--- src/rtl/wordle_pkg.sv ---
// Shared constants and types for the Wordle board display path:
// default 640x480@60 VGA timing, default tile geometry and tile colour codes.
package wordle_pkg;

    // Default VGA timing, in 25 MHz pixel clocks (horizontal) and lines (vertical)
    localparam int DEF_H_VISIBLE = 640;
    localparam int DEF_H_FRONT   = 16;
    localparam int DEF_H_SYNC    = 96;
    localparam int DEF_H_BACK    = 48;
    localparam int DEF_V_VISIBLE = 480;
    localparam int DEF_V_FRONT   = 10;
    localparam int DEF_V_SYNC    = 2;
    localparam int DEF_V_BACK    = 33;

    // Default tile geometry: 6 guess rows of 5 letters, 40 px tiles on a 48 px pitch
    localparam int DEF_TILE_X0    = 224;
    localparam int DEF_TILE_Y0    = 8;
    localparam int DEF_TILE_SIZE  = 40;
    localparam int DEF_TILE_PITCH = 48;
    localparam int DEF_NUM_ROWS   = 6;
    localparam int DEF_NUM_COLS   = 5;

    // Width of the beam position counters
    localparam int CNT_W = 10;

    // Tile colours as {R,G,B}
    typedef enum logic [2:0] {
        EMPTY  = 3'b000,
        GREEN  = 3'b010,
        YELLOW = 3'b110,
        WHITE  = 3'b111
    } color_e;

    // Per-pixel attributes carried alongside the colour-store read
    typedef struct packed {
        logic in_tile;
        logic edge_px;
        logic row_hit;
        logic h_sync;
        logic v_sync;
        logic visible;
    } s1_t;

endpackage

--- src/rtl/wordle_grid_renderer_if.sv ---
// Read port of the guess-colour store: the renderer strobes an address,
// the store answers with the tile colour one board_clk later.
interface wordle_grid_renderer_if;
    import wordle_pkg::*;

    logic       rd_en;
    logic [4:0] rd_addr;
    logic [2:0] rd_data;

    modport master (output rd_en, output rd_addr, input  rd_data);
    modport slave  (input  rd_en, input  rd_addr, output rd_data);

endinterface

--- src/rtl/wordle_vga_timing.sv ---
// VGA beam generator: divide-by-4 pixel enable, horizontal/vertical counters,
// raw (undelayed) sync and visible-area flags, and a frame-wrap strobe.
module wordle_vga_timing
    import wordle_pkg::*;
#(
    parameter int H_VISIBLE = DEF_H_VISIBLE,
    parameter int H_FRONT   = DEF_H_FRONT,
    parameter int H_SYNC    = DEF_H_SYNC,
    parameter int H_BACK    = DEF_H_BACK,
    parameter int V_VISIBLE = DEF_V_VISIBLE,
    parameter int V_FRONT   = DEF_V_FRONT,
    parameter int V_SYNC    = DEF_V_SYNC,
    parameter int V_BACK    = DEF_V_BACK
) (
    input  logic             board_clk,
    input  logic             reset,
    output logic             o_pix_en,
    output logic [CNT_W-1:0] o_hcnt,
    output logic [CNT_W-1:0] o_vcnt,
    output logic             o_visible,
    output logic             o_h_sync,
    output logic             o_v_sync,
    output logic             o_frame_wrap
);

    localparam int H_TOTAL = H_VISIBLE + H_FRONT + H_SYNC + H_BACK;
    localparam int V_TOTAL = V_VISIBLE + V_FRONT + V_SYNC + V_BACK;

    logic [1:0]       r_phase;
    logic [CNT_W-1:0] r_hcnt;
    logic [CNT_W-1:0] r_vcnt;
    logic             w_h_last;
    logic             w_v_last;

    assign o_pix_en = (r_phase == 2'd3);
    assign w_h_last = (r_hcnt == CNT_W'(H_TOTAL - 1));
    assign w_v_last = (r_vcnt == CNT_W'(V_TOTAL - 1));

    // Free-running phase counter: one pixel enable every fourth board_clk
    // NOTE: clocked state uses <= so every register samples pre-edge values.
    always_ff @(posedge board_clk or posedge reset) begin
        if (reset) r_phase <= 2'd0;
        else       r_phase <= r_phase + 2'd1;
    end

    // Beam position: hcnt wraps per line, vcnt steps on each hcnt wrap
    always_ff @(posedge board_clk or posedge reset) begin
        if (reset) begin
            r_hcnt <= '0;
            r_vcnt <= '0;
        end else if (o_pix_en) begin
            if (w_h_last) begin
                r_hcnt <= '0;
                r_vcnt <= w_v_last ? '0 : r_vcnt + CNT_W'(1);
            end else begin
                r_hcnt <= r_hcnt + CNT_W'(1);
            end
        end
    end

    assign o_hcnt       = r_hcnt;
    assign o_vcnt       = r_vcnt;
    assign o_visible    = (r_hcnt < CNT_W'(H_VISIBLE)) && (r_vcnt < CNT_W'(V_VISIBLE));
    assign o_h_sync     = !((r_hcnt >= CNT_W'(H_VISIBLE + H_FRONT)) &&
                            (r_hcnt <  CNT_W'(H_VISIBLE + H_FRONT + H_SYNC)));
    assign o_v_sync     = !((r_vcnt >= CNT_W'(V_VISIBLE + V_FRONT)) &&
                            (r_vcnt <  CNT_W'(V_VISIBLE + V_FRONT + V_SYNC)));
    assign o_frame_wrap = o_pix_en && w_h_last && w_v_last;

endmodule

--- src/rtl/wordle_grid_renderer.sv ---
// Wordle board renderer: decodes the beam position into a tile, reads the
// tile colour from the game's colour store, outlines empty tiles of the
// active guess row and drives the VGA pins two pixel clocks after the beam.
module wordle_grid_renderer
    import wordle_pkg::*;
#(
    parameter int TILE_X0    = DEF_TILE_X0,
    parameter int TILE_Y0    = DEF_TILE_Y0,
    parameter int TILE_SIZE  = DEF_TILE_SIZE,
    parameter int TILE_PITCH = DEF_TILE_PITCH,
    parameter int NUM_ROWS   = DEF_NUM_ROWS,
    parameter int NUM_COLS   = DEF_NUM_COLS,
    parameter int H_VISIBLE  = DEF_H_VISIBLE,
    parameter int H_FRONT    = DEF_H_FRONT,
    parameter int H_SYNC     = DEF_H_SYNC,
    parameter int H_BACK     = DEF_H_BACK,
    parameter int V_VISIBLE  = DEF_V_VISIBLE,
    parameter int V_FRONT    = DEF_V_FRONT,
    parameter int V_SYNC     = DEF_V_SYNC,
    parameter int V_BACK     = DEF_V_BACK
) (
    input  logic                          board_clk,
    input  logic                          reset,
    wordle_grid_renderer_if.master        store_bus,
    input  logic [2:0]                    active_row,
    output logic                          vga_h_sync,
    output logic                          vga_v_sync,
    output logic                          vga_r,
    output logic                          vga_g,
    output logic                          vga_b,
    output logic                          frame_start
);

    logic             w_pix_en;
    logic [CNT_W-1:0] w_hcnt;
    logic [CNT_W-1:0] w_vcnt;
    logic             w_visible;
    logic             w_h_sync;
    logic             w_v_sync;
    logic             w_frame_wrap;

    wordle_vga_timing #(
        .H_VISIBLE(H_VISIBLE), .H_FRONT(H_FRONT), .H_SYNC(H_SYNC), .H_BACK(H_BACK),
        .V_VISIBLE(V_VISIBLE), .V_FRONT(V_FRONT), .V_SYNC(V_SYNC), .V_BACK(V_BACK)
    ) u_timing (
        .board_clk    (board_clk),
        .reset        (reset),
        .o_pix_en     (w_pix_en),
        .o_hcnt       (w_hcnt),
        .o_vcnt       (w_vcnt),
        .o_visible    (w_visible),
        .o_h_sync     (w_h_sync),
        .o_v_sync     (w_v_sync),
        .o_frame_wrap (w_frame_wrap)
    );

    logic       w_col_hit, w_row_hit, w_x_edge, w_y_edge;
    logic [2:0] w_col, w_row;
    logic       w_in_tile;
    logic [4:0] w_addr;
    logic [2:0] w_rgb;

    logic       r_rd_en, r_rd_pend;
    logic [4:0] r_rd_addr;
    logic [2:0] r_hold;
    logic [2:0] r_latched_row;
    logic       r_frame_start;
    s1_t        r_s1;
    logic [2:0] r_rgb;
    logic       r_h_sync, r_v_sync;

    // S0: find the tile column/row under the beam and whether it is on the 2 px border
    // NOTE: every always_comb output is defaulted first so no latch can be inferred.
    always_comb begin
        w_col_hit = 1'b0;
        w_row_hit = 1'b0;
        w_x_edge  = 1'b0;
        w_y_edge  = 1'b0;
        w_col     = '0;
        w_row     = '0;
        for (int c = 0; c < NUM_COLS; c++) begin
            if (w_hcnt >= CNT_W'(TILE_X0 + TILE_PITCH*c) &&
                w_hcnt <= CNT_W'(TILE_X0 + TILE_PITCH*c + TILE_SIZE - 1)) begin
                w_col_hit = 1'b1;
                w_col     = 3'(c);
                w_x_edge  = (w_hcnt <= CNT_W'(TILE_X0 + TILE_PITCH*c + 1)) ||
                            (w_hcnt >= CNT_W'(TILE_X0 + TILE_PITCH*c + TILE_SIZE - 2));
            end
        end
        for (int r = 0; r < NUM_ROWS; r++) begin
            if (w_vcnt >= CNT_W'(TILE_Y0 + TILE_PITCH*r) &&
                w_vcnt <= CNT_W'(TILE_Y0 + TILE_PITCH*r + TILE_SIZE - 1)) begin
                w_row_hit = 1'b1;
                w_row     = 3'(r);
                w_y_edge  = (w_vcnt <= CNT_W'(TILE_Y0 + TILE_PITCH*r + 1)) ||
                            (w_vcnt >= CNT_W'(TILE_Y0 + TILE_PITCH*r + TILE_SIZE - 2));
            end
        end
    end

    assign w_in_tile = w_col_hit && w_row_hit && w_visible;
    assign w_addr    = 5'(w_row) * 5'(NUM_COLS) + 5'(w_col);

    // S1: one-cycle read strobe for tile pixels; address holds between tiles
    always_ff @(posedge board_clk or posedge reset) begin
        if (reset) begin
            r_rd_en   <= 1'b0;
            r_rd_addr <= '0;
        end else begin
            r_rd_en <= w_pix_en && w_in_tile;
            if (w_pix_en && w_in_tile) r_rd_addr <= w_addr;
        end
    end

    // S1: pixel attributes travel next to the outstanding read
    always_ff @(posedge board_clk or posedge reset) begin
        if (reset) begin
            r_s1 <= '{in_tile: 1'b0, edge_px: 1'b0, row_hit: 1'b0,
                      h_sync: 1'b1, v_sync: 1'b1, visible: 1'b0};
        end else if (w_pix_en) begin
            r_s1 <= '{in_tile: w_in_tile, edge_px: w_x_edge || w_y_edge,
                      row_hit: (w_row == r_latched_row),
                      h_sync: w_h_sync, v_sync: w_v_sync, visible: w_visible};
        end
    end

    // Capture the store's answer on the cycle after the strobe
    always_ff @(posedge board_clk or posedge reset) begin
        if (reset) begin
            r_rd_pend <= 1'b0;
            r_hold    <= '0;
        end else begin
            r_rd_pend <= r_rd_en;
            if (r_rd_pend) r_hold <= store_bus.rd_data;
        end
    end

    // Frame boundary: pulse frame_start and freeze the highlighted row for the whole frame
    always_ff @(posedge board_clk or posedge reset) begin
        if (reset) begin
            r_frame_start <= 1'b0;
            r_latched_row <= 3'd7;
        end else begin
            r_frame_start <= w_frame_wrap;
            if (w_frame_wrap) r_latched_row <= active_row;
        end
    end

    // S2 colour select: blanking, then empty-tile outline, then stored colour
    always_comb begin
        w_rgb = EMPTY;
        if (!r_s1.visible)                                                     w_rgb = EMPTY;
        else if (r_s1.in_tile && r_s1.edge_px && r_s1.row_hit && r_hold == EMPTY) w_rgb = WHITE;
        else if (r_s1.in_tile)                                                 w_rgb = r_hold;
    end

    // S2: register colour and the twice-delayed syncs so they reach the pins together
    always_ff @(posedge board_clk or posedge reset) begin
        if (reset) begin
            r_rgb    <= '0;
            r_h_sync <= 1'b1;
            r_v_sync <= 1'b1;
        end else if (w_pix_en) begin
            r_rgb    <= w_rgb;
            r_h_sync <= r_s1.h_sync;
            r_v_sync <= r_s1.v_sync;
        end
    end

    assign store_bus.rd_en   = r_rd_en;
    assign store_bus.rd_addr = r_rd_addr;
    assign vga_r             = r_rgb[2];
    assign vga_g             = r_rgb[1];
    assign vga_b             = r_rgb[0];
    assign vga_h_sync        = r_h_sync;
    assign vga_v_sync        = r_v_sync;
    assign frame_start       = r_frame_start;

endmodule

--- src/flat_wrapper.sv ---
// flat-port wrapper written by rule: the top's interface ports become plain ports
module wordle_grid_renderer_flat import wordle_pkg::*;
#(
    parameter int TILE_X0    = DEF_TILE_X0,
    parameter int TILE_Y0    = DEF_TILE_Y0,
    parameter int TILE_SIZE  = DEF_TILE_SIZE,
    parameter int TILE_PITCH = DEF_TILE_PITCH,
    parameter int NUM_ROWS   = DEF_NUM_ROWS,
    parameter int NUM_COLS   = DEF_NUM_COLS,
    parameter int H_VISIBLE  = DEF_H_VISIBLE,
    parameter int H_FRONT    = DEF_H_FRONT,
    parameter int H_SYNC     = DEF_H_SYNC,
    parameter int H_BACK     = DEF_H_BACK,
    parameter int V_VISIBLE  = DEF_V_VISIBLE,
    parameter int V_FRONT    = DEF_V_FRONT,
    parameter int V_SYNC     = DEF_V_SYNC,
    parameter int V_BACK     = DEF_V_BACK
)
  (board_clk, reset, active_row, vga_h_sync, vga_v_sync, vga_r, vga_g, vga_b, frame_start, store_bus_rd_en, store_bus_rd_addr, store_bus_rd_data);
  wordle_grid_renderer_if store_bus_i ();
  input  logic board_clk;
  input  logic reset;
  input  logic [2:0] active_row;
  output logic vga_h_sync;
  output logic vga_v_sync;
  output logic vga_r;
  output logic vga_g;
  output logic vga_b;
  output logic frame_start;
  output wire logic [$bits(store_bus_i.rd_en)-1:0] store_bus_rd_en;
  output wire logic [$bits(store_bus_i.rd_addr)-1:0] store_bus_rd_addr;
  input wire logic [$bits(store_bus_i.rd_data)-1:0] store_bus_rd_data;
  assign store_bus_rd_en = store_bus_i.rd_en;
  assign store_bus_rd_addr = store_bus_i.rd_addr;
  assign store_bus_i.rd_data = store_bus_rd_data;
  wordle_grid_renderer #(.TILE_X0(TILE_X0), .TILE_Y0(TILE_Y0), .TILE_SIZE(TILE_SIZE), .TILE_PITCH(TILE_PITCH), .NUM_ROWS(NUM_ROWS), .NUM_COLS(NUM_COLS), .H_VISIBLE(H_VISIBLE), .H_FRONT(H_FRONT), .H_SYNC(H_SYNC), .H_BACK(H_BACK), .V_VISIBLE(V_VISIBLE), .V_FRONT(V_FRONT), .V_SYNC(V_SYNC), .V_BACK(V_BACK)) u_core (.board_clk(board_clk), .reset(reset), .store_bus(store_bus_i), .active_row(active_row), .vga_h_sync(vga_h_sync), .vga_v_sync(vga_v_sync), .vga_r(vga_r), .vga_g(vga_g), .vga_b(vga_b), .frame_start(frame_start));
endmodule
--- config.mk ---
export PLATFORM = sky130hd
export DESIGN_NAME = wordle_grid_renderer_flat
export DESIGN_NICKNAME = d
export VERILOG_FILES = /design/src/rtl/wordle_pkg.sv /design/src/rtl/wordle_grid_renderer_if.sv /design/src/rtl/wordle_vga_timing.sv /design/src/rtl/wordle_grid_renderer.sv /design/src/flat_wrapper.sv
export SDC_FILE = /design/constraint.sdc
export NUM_CORES = 1
export LEC_CHECK = 0
export BUFFER_PORTS_ARGS = -buffer_cell sky130_fd_sc_hd__clkbuf_2
export CORE_MARGIN = 4
export CORE_UTILIZATION = 61
export DETAILED_ROUTE_END_ITERATION = 16
export PLACE_DENSITY = 0.81
export SLEW_MARGIN = 10
export SYNTH_ARGS = -nofsm -noshare
export SYNTH_HDL_FRONTEND = slang
export SYNTH_SLANG_ARGS = --single-unit
--- constraint.sdc ---
create_clock -name board_clk -period 4 [get_ports board_clk]
set_clock_uncertainty 0.1 [all_clocks]
set_input_delay 0.6 -clock board_clk [delete_from_list [all_inputs] [get_ports board_clk]]
set_output_delay 0.6 -clock board_clk [all_outputs]
set_load 0.01 [all_outputs]
**Word level (Yosys, flattened, before mapping)**

Index checks and enable logic that the tools add are counted.

- Word-level logic and storage cells: 151
- Register bits: 47

- Mux-type cells: 36
- Add/subtract/negate cells: 4
- $lt $le $gt $ge: 50
- Eq/ne operators: 4
- Multiply operators: 1
- Reductions and logical operators: 38

Operators with widths:

| cell | count |
|---|---|
| $ge A10 B9 Y1 const B | 11 |
| $le A10 B9 Y1 const B | 10 |
| $ge A10 B8 Y1 const B | 7 |
| $le A10 B8 Y1 const B | 7 |
| $mux W1 | 24 |
| $logic_and A1 B1 Y1 | 22 |
| $add A10 B1 Y10 const B | 2 |
| $eq A10 B10 Y1 const B | 2 |
| $ge A10 B6 Y1 const B | 2 |
| $ge A10 B7 Y1 const B | 2 |
| $le A10 B6 Y1 const B | 2 |
| $le A10 B7 Y1 const B | 2 |
| $lt A10 B10 Y1 const B | 2 |
| $lt A10 B9 Y1 const B | 2 |
| $mux W10 | 2 |
| $mux W3 | 6 |
| $logic_or A1 B1 Y1 | 12 |
| $ge A10 B10 Y1 const B | 1 |
| $ge A10 B4 Y1 const B | 1 |
| $le A10 B4 Y1 const B | 1 |
| $mux W2 | 4 |
| $add A5 B3 Y5 | 1 |
| $mul A3 B3 Y5 const B | 1 |
| $eq A3 B3 Y1 | 1 |
| 5 further kinds | 6 |

**Longest topological paths before layout**

Gate-level depths: netlist of the first run.

- Word-level depth: 11
- Mapped depth: 12

**Modules after synthesis**

Synthesis of the first run repeated with hierarchy kept, for this count alone.

- Cell total of the unflattened synthesis: 331
- Area, all modules: 3030.4 sq um

By module, submodules not included:

| module | instances | cells each | sequential area each (sq um) | area each (sq um) |
|---|---|---|---|---|
| wordle_grid_renderer | 1 | 214 | 634.4 | 1889.3 |
| wordle_vga_timing | 1 | 117 | 550.5 | 1141.1 |

**Worst setup path before layout of the first run**

OpenSTA, ideal clock, no wires.

- Path type: reg2reg
- Start point: reg u_core.u_timing.r_vcnt[5] (netlist: u_core.u_timing.o_vcnt[5])
- End point: reg u_core.r_rd_addr[4] (netlist: u_core.store_bus.rd_addr[4])
- Stages on the path, launching flop included: 12
- Path buffers: 2
- Data arrival time: 2.602 ns
- Period minus slack after synthesis: 2.826 ns
- Path slack: 1.174 ns
- Cell sequence: dfrtp_1 clkbuf_1 buf_1 nor2_1 a221oi_1 nor2_1 ha_1 ha_1 a21o_1 a21oi_1 xnor2_1 mux2_2

- Cells in the longest elaborated chain, start to end: 11

RTL lines:

| element | line | text |
|---|---|---|
| from (decl) | wordle_vga_timing.sv:31 | `logic [CNT_W-1:0] r_vcnt;` |
| from (signal assigned) | wordle_vga_timing.sv:54 | `r_vcnt <= w_v_last ? '0 : r_vcnt + CNT_W'(1);` |
| parallel branches: the longest is 11 deep, another holds $ge A10 B6 Y1 | - |  |
| to (signal assigned) | wordle_grid_renderer.sv:111 | `if (w_pix_en && w_in_tile) r_rd_addr <= w_addr;` |
| to (decl) | wordle_grid_renderer.sv:64 | `logic [4:0] r_rd_addr;` |

Parallel ways; which one is timed is not known.
A chain may end at the register's enable or synchronous reset.

**Final worst setup path of the first run**

Same ends and word-level chain as after synthesis.

==> results of run 1 <==
-- cell usage after synthesis (3+ instances only) --
library cell | n | area share
nor2b_1 | 7 | 0.014
a21oi_1 | 21 | 0.034
nand2_1 | 23 | 0.028
o22ai_1 | 4 | 0.0080
o2bb2ai_1 | 4 | 0.011
nor3_1 | 18 | 0.029
xnor2_1 | 12 | 0.034
buf_1 | 7 | 0.0084
nand2b_1 | 5 | 0.010
ha_1 | 14 | 0.056
xor2_1 | 7 | 0.020
clkbuf_1 | 11 | 0.013
dfrtp_1 | 40 | 0.32
nor2_1 | 35 | 0.042
nor4_1 | 4 | 0.0080
inv_1 | 11 | 0.013
a41oi_1 | 3 | 0.0084
nand3_1 | 11 | 0.018
nand4_1 | 11 | 0.022
buf_2 | 6 | 0.0096
dfstp_2 | 7 | 0.059
nand3b_1 | 4 | 0.0096
mux2_2 | 13 | 0.047
a211oi_1 | 4 | 0.0096
o21ai_0 | 16 | 0.026
o31ai_1 | 3 | 0.0072
-- worst max-delay path, cell delays in order, from the launching register on --
cell	delay (ns)
dfrtp_1	0.82
nand3_1	0.36
nor2_1	0.17
a221oi_1	0.07
nor2_1	0.14
ha_1	0.28
ha_1	0.30
a21o_1	0.16
a21oi_1	0.20
xnor2_1	0.09
mux2_2	0.27
-- registers in the layout, summed over array words and instances (netlist names), 2 cells and up --
name,cells
u_core.r_rgb,3
u_core.r_latched_row,3
u_core.r_s1,6
u_core.u_timing.o_vcnt,10
u_core.store_bus.rd_addr,5
u_core.u_timing.o_hcnt,10
u_core.u_timing.r_phase,2
u_core.r_hold,3
-- power groups by stage --
stage                     registers [mW]  logic, mW  clock network [mW]
final                              0.475     0.0120               0.356
after global routing               0.475     0.0145               0.381
after CTS                          0.475     0.0127               0.365
after detailed placement           0.484     0.0127                   0
after global placement             0.484     0.0124                   0
after floorplan                    0.484    0.00695                   0
-- layer usage --
metal | routed length [um] | up-vias | share of wire
li1 | - | 1271 | -
met5 | 0 | - | 0
met3 | 410 | 7 | 0.061
met1 | 3040 | 1247 | 0.45
met4 | 79 | 0 | 0.012
met2 | 3190 | 102 | 0.47
-- layout by cell type (no fill, tap or decap), types with 12 or more instances in the layout --
cell type,instances
dfrtp_1,40
nor2_1,35
nand2_1,23
a21oi_1,21
clkbuf_2,19
nor3_1,18
o21ai_0,16
ha_1,14
mux2_2,13
xnor2_1,12
-- how the worst min path moves through the flow --
stage                                     startpoint                    endpoint  slack [ns]
after CTS                     u_core.store_bus.rd_en            u_core.r_rd_pend        0.29
after global routing          u_core.store_bus.rd_en            u_core.r_rd_pend        0.30
after global placement        u_core.store_bus.rd_en            u_core.r_rd_pend        0.26
final                         u_core.store_bus.rd_en            u_core.r_rd_pend        0.29
after detailed placement      u_core.store_bus.rd_en            u_core.r_rd_pend        0.27
after floorplan           u_core.u_timing.r_phase[0]  u_core.u_timing.r_phase[0]        0.30
-- kinds of logic after synthesis --
kind of cell / count (synthesis)
compound gates: 80
buf+inv: 38
xor+xnor: 19
mux: 13
simple gates: 137
fa+ha+maj: 15
flops: 47
-- area by class of cell --
cell class | instances | area (sq um) | share of cell area
multi-input combinational | 264 | 1780 | 0.538
sequential | 47 | 1180 | 0.359
timing repair buffer | 20 | 103 | 0.0311
tap | 67 | 83.8 | 0.0254
clock buffer | 5 | 68.8 | 0.0208
clock inverter | 3 | 43.8 | 0.0133
inverter | 11 | 41.3 | 0.0125
==> results.md, run 1 <==
* H-tree depth at 2
* Vias at 2,627
* Total global-route track usage at 0.231
* Cell Pwr Density at 255 nW/um^2
* Area delta synth->final at 5.48%
* Post-synthesis sequential area ratio at 0.378
* Crit path DAT at 3.16 ns
* RSZ-0062 raised after global routing: no
* Crit-path max FO at 23
* Filler cells at 408
* Final period util at 0.768
* Die area at 6340 sq um
* Clock Sinks at 47
* Tmin final at 3.07 ns
* First-pass GRT wire length at 11,500 um
* Cell count after synthesis at 349
* Largest net degree at the start of global routing at 48
* Hpwl dp at 4700 um
* Hold slack at 0.294 ns
* Post-route ant nets at 0
* Compound-Gate Fraction of Synth Area at 0.177
* Vias in the first global route at 2,366
* TritonCTS clock tree: yes
* Hold buffers post-CTS at 0
* Total power at 0.843 mW
* Status: complete, no violations
* N_diodes at 0
* Global route overflow at 0
* GR Layer Usage met1 at 0.323
* Core Util, Final at 0.681
* Post-route design area at 3300 sq um
* Top Ports at 20
* Total core area at 4850 sq um
* Mux contribution to synthesized area at 0.0468
* IO buf count at 19
* Routing usage on met3 at 0.0339
* Hold Path Class: reg -> reg
* Sw Ratio at 0.212
* Post-Syn Area at 3130 sq um
* Pleak at 1.41 nW
* Fin. max-slew vios at 0
* Combinational power share at 0.014
* EDFF count, synth at 0
* Die Width at 79.6 um
* Worst setup SP type: register
* Clock slew at reported path FFs at 0.09 ns
* Critical setup path kind: reg -> reg
* Post-synthesis simple-gate area fraction at 0.228
* Setup bufs post-CTS at 0
* Main combinational cell family by area after synthesis: simple AND/OR/NAND/NOR gates
* DRC viols at 0
* FFs w/ async S/R, synth at 1.00
* Unique masters post-synth at 64
* Worst reg2reg path startpoint: u_core.u_timing.o_vcnt[5]
* Critical path origin: u_core.u_timing.o_vcnt[5]
* Worst R2R Setup Slack at 0.93 ns
* Via-to-Cell Ratio at 6.30
* #FFs+latches synth at 47
* # setup viols final at 0
* DR WL/cell at 16.1 um
* Clk Latency, worst-skew pair at 0.31 ns
* Post-Place Cells at 409
* Sequential Power Share at 0.564
* Share of cells above drive strength 1 at 0.166
* DP Area at 3190 sq um
* Hold path cells at 0
* P_sw at 0.179 mW
* Gpl congestion at 0.941
* Violation count after the first detailed-routing iteration at 266
* Clk pwr share at 0.422
* R2r worst-path depth at 10
* Met2 Use GR at 0.366
* Synth Net Count at 372
* Fin cells at 417
* Initial antenna violation count at 0
* Least-Margin Pin Slew at 0.949 ns
* CTS max path bufs at 2
* FP Rows at 25
* Number of CTS-inserted buffers at 5
* Final net count at 372
* Worst vdd ir at 0.225 mV
* Syn. warnings at 0
* CP Capture Type: register
* Post-Synth Adder-Cell Area at 0.0624
* CTS root buf: clkbuf_8
* Pre-CTS setup slack at 0.951 ns
* Top Usage Layer GRT: met2
* Critical path destination: u_core.store_bus.rd_addr[4]
* Post-synthesis xor/xnor area fraction at 0.0532
* First-pass detailed-route iteration total at 5
* Maxcap violations at 0
* Achievable Freq at 326 MHz
* Relative slew slack at 0.366
* Post_cts resized at 0
* Final Hold Fails at 0
* Final WS setup at 0.929 ns
* Total negative slack at 0 ns
* Post-synth top flop: dfrtp_1
* Starting Density at 0.646
* Reg-to-reg endpoint: u_core.store_bus.rd_addr[4]
* CP required at 4.09 ns
* Die H at 79.6 um
* Pint at 0.664 mW
* Total Wirelength at 6720 um
* Avg Cell Area, Syn at 8.97 sq um
No activity file was read; power rests on OpenSTA's default activity.
==> run 2: changes to the inputs <==
Clock period 4 ns to 3 ns, I/O delays scaled along.
==> results.md, run 2 (synthesis gave the netlist of run 1 again) <==
* R2r worst-path depth at 7 (was 10)
* Total Wirelength at 6930 um (was 6720 um)
* Crit-path most repeated cell: ha_1
* Worst vdd ir at 0.198 mV (was 0.225 mV)
* Gpl congestion at 0.919 (was 0.941)
* Hold buffers post-CTS at 0 (unchanged)
* Number of CTS-inserted buffers at 5 (unchanged)
* Via-to-Cell Ratio at 6.22 (was 6.30)
* Commonest non-fill, non-tap cell in the layout: dfrtp_1 (unchanged)
* Status: complete, no violations (unchanged)
* Post_cts resized at 0 (unchanged)
* First-pass GRT wire length at 12,100 um (was 11,500 um)
* Largest net degree at the start of global routing at 48 (unchanged)
* DRC viols at 0 (unchanged)
* CTS root buf: clkbuf_8 (unchanged)
* Share of cells above drive strength 1 at 0.198 (was 0.166)
* Post-Place Cells at 423 (was 409)
* Hold Path Class: in -> async (was reg -> reg)
* Vias at 2,680 (was 2,627)
* Fin cells at 431 (was 417)
* Most frequent cells in the layout: dfrtp_1 (40), nor2_1 (35), nand2_1 (23), a21oi_1 (21), clkbuf_2 (19) (unchanged)
* Sw Ratio at 0.209 (was 0.212)
* TritonCTS clock tree: yes (unchanged)
* Highest-delay cell along the critical path: dfrtp_1 (unchanged)
* Final period util at 0.935 (was 0.768)
* Setup bufs post-CTS at 0 (unchanged)
* Crit path DAT at 2.91 ns (was 3.16 ns)
* Achievable Freq at 357 MHz (was 326 MHz)
* Worst setup SP type: register (unchanged)
* Top Ports at 20 (unchanged)
* Die H at 79.6 um (unchanged)
* Hpwl dp at 4950 um (was 4700 um)
* Tmin final at 2.80 ns (was 3.07 ns)
* RSZ-0062 raised after global routing: no (unchanged)
* FP Rows at 25 (unchanged)
* Post-route ant nets at 0 (unchanged)
* Filler cells at 391 (was 408)
* Reg-to-reg endpoint: u_core.store_bus.rd_addr[3] (was u_core.store_bus.rd_addr[4])
* CP required at 3.10 ns (was 4.09 ns)
* Initial antenna violation count at 0 (unchanged)
* Vias in the first global route at 2,536 (was 2,366)
* Crit-path max FO at 14 (was 23)
* Starting Density at 0.646 (unchanged)
* Area delta synth->final at 9.11% (was 5.48%)
* Clock slew at reported path FFs at 0.09 ns (about the same)
* Relative slew slack at 0.359 (was 0.366)
* Fin. max-slew vios at 0 (unchanged)
* Pint at 0.911 mW (was 0.664 mW)
* Ordered cell list for the critical path: nand3b_1, a211oi_4, ha_1, ha_1, fa_1, xor2_1, mux2_2 (was nand3_1, nor2_1, a221oi_1, nor2_1, ha_1, ha_1, a21o_1, a21oi_1, xnor2_1, mux2_2)
* Violation count after the first detailed-routing iteration at 219 (was 266)
* CP Capture Type: register (unchanged)
* P_sw at 0.241 mW (was 0.179 mW)
* Clk pwr share at 0.436 (was 0.422)
* Pleak at 1.48 nW (was 1.41 nW)
* Maxcap violations at 0 (unchanged)
* Critical path origin: u_core.u_timing.o_vcnt[6] (was u_core.u_timing.o_vcnt[5])
* Final net count at 386 (was 372)
* Total core area at 4850 sq um (unchanged)
* Global route overflow at 0 (unchanged)
* Critical Path Max Stage Delay at 0.58 ns (was 0.82 ns)
* N_diodes at 0 (unchanged)
* Worst R2R Setup Slack at 0.20 ns (was 0.93 ns)
* Critical path destination: u_core.store_bus.rd_addr[3] (was u_core.store_bus.rd_addr[4])
* Combinational power share at 0.014 (about the same)
* Clk Latency, worst-skew pair at 0.31 ns (about the same)
* Total global-route track usage at 0.240 (was 0.231)
* # setup viols final at 0 (unchanged)
* Critical setup path kind: reg -> reg (unchanged)
* Die area at 6340 sq um (unchanged)
* Total negative slack at 0 ns (unchanged)
* Cell Pwr Density at 337 nW/um^2 (was 255 nW/um^2)
* Final Hold Fails at 0 (unchanged)
* DR WL/cell at 16.1 um (about the same)
* CTS max path bufs at 2 (unchanged)
* First-pass detailed-route iteration total at 4 (was 5)
* H-tree depth at 2 (unchanged)
* Sequential Power Share at 0.550 (was 0.564)
* Die Width at 79.6 um (unchanged)
* Least-Margin Pin Slew at 0.960 ns (was 0.949 ns)
* IO buf count at 19 (unchanged)
* Clock Sinks at 47 (unchanged)
* Worst reg2reg path startpoint: u_core.u_timing.o_vcnt[6] (was u_core.u_timing.o_vcnt[5])
-- run 2: changes by cell type in the layout (fill, tap and decap cells not counted), sizes merged --
cell / change
inv: +1
buf: +14
clkbuf: +1
clkinv: -2
-- run 2: metal layers --
layer	GRT usage	up-vias	wire length, um
met2	0.390	87	3300
met4	0.0704	0	120
met3	0.0406	11	398
li1	-	1295	-
met1	0.328	1287	3110
met5	0	-	0
-- run 2: layout make-up --
cell class	instances	area (sq um)	area share
timing repair buffer	34	208	0.0608
sequential	47	1180	0.347
inverter	11	41.3	0.0121
clock inverter	2	38.8	0.0114
clock buffer	6	82.6	0.0242
multi-input combinational	264	1780	0.520
tap	67	83.8	0.0245
-- run 2: critical path: cells and delay by family (launching register included) --
| family | cells | cell delay (ns) |
|---|---|---|
| muxes | 1 | 0.27 |
| DFF | 1 | 0.58 |
| and+or+nand+nor | 1 | 0.29 |
| xor gates and xnor gates | 1 | 0.17 |
| adders and majority gates | 3 | 0.91 |
| AOI/OAI and AO/OA | 1 | 0.37 |
-- run 2: worst min path at each step --
stage | slack [ns] | to | depth (start not counted)
6_report | 0.24 | u_core.r_rgb[0] | 2
5_1_grt | 0.27 | u_core.r_latched_row[2] | 2
4_1_cts | 0.26 | u_core.r_latched_row[2] | 2
3_5_place_dp | 0.27 | u_core.r_rd_pend | 0
3_3_place_gp | 0.26 | u_core.r_rd_pend | 0
2_1_floorplan | 0.30 | u_core.u_timing.r_phase[0] | 1
-- run 2: power groups by stage --
| stage | logic [mW] | clock network [mW] | registers, mW |
|---|---|---|---|
| final | 0.0163 | 0.503 | 0.633 |
| after detailed placement | 0.0175 | 0 | 0.646 |
| after global placement | 0.0167 | 0 | 0.646 |
| after CTS | 0.0176 | 0.518 | 0.634 |
| after global routing | 0.0198 | 0.539 | 0.634 |
| after floorplan | 0.00927 | 0 | 0.646 |
-- run 2: metrics by stage --
step	worst slack, ns	power [mW]	utilization	hold slack (ns)	cell area, sq um
global route	0.0321	1.19	0.705	0.267	3420
detailed placement	0.232	0.663	0.679	0.266	3290
CTS	0.190	1.17	0.705	0.263	3420
finish	0.195	1.15	0.705	0.242	3420
global placement	0.316	0.662	0.679	0.262	3290
floorplan	0.174	0.655	-	0.301	3130
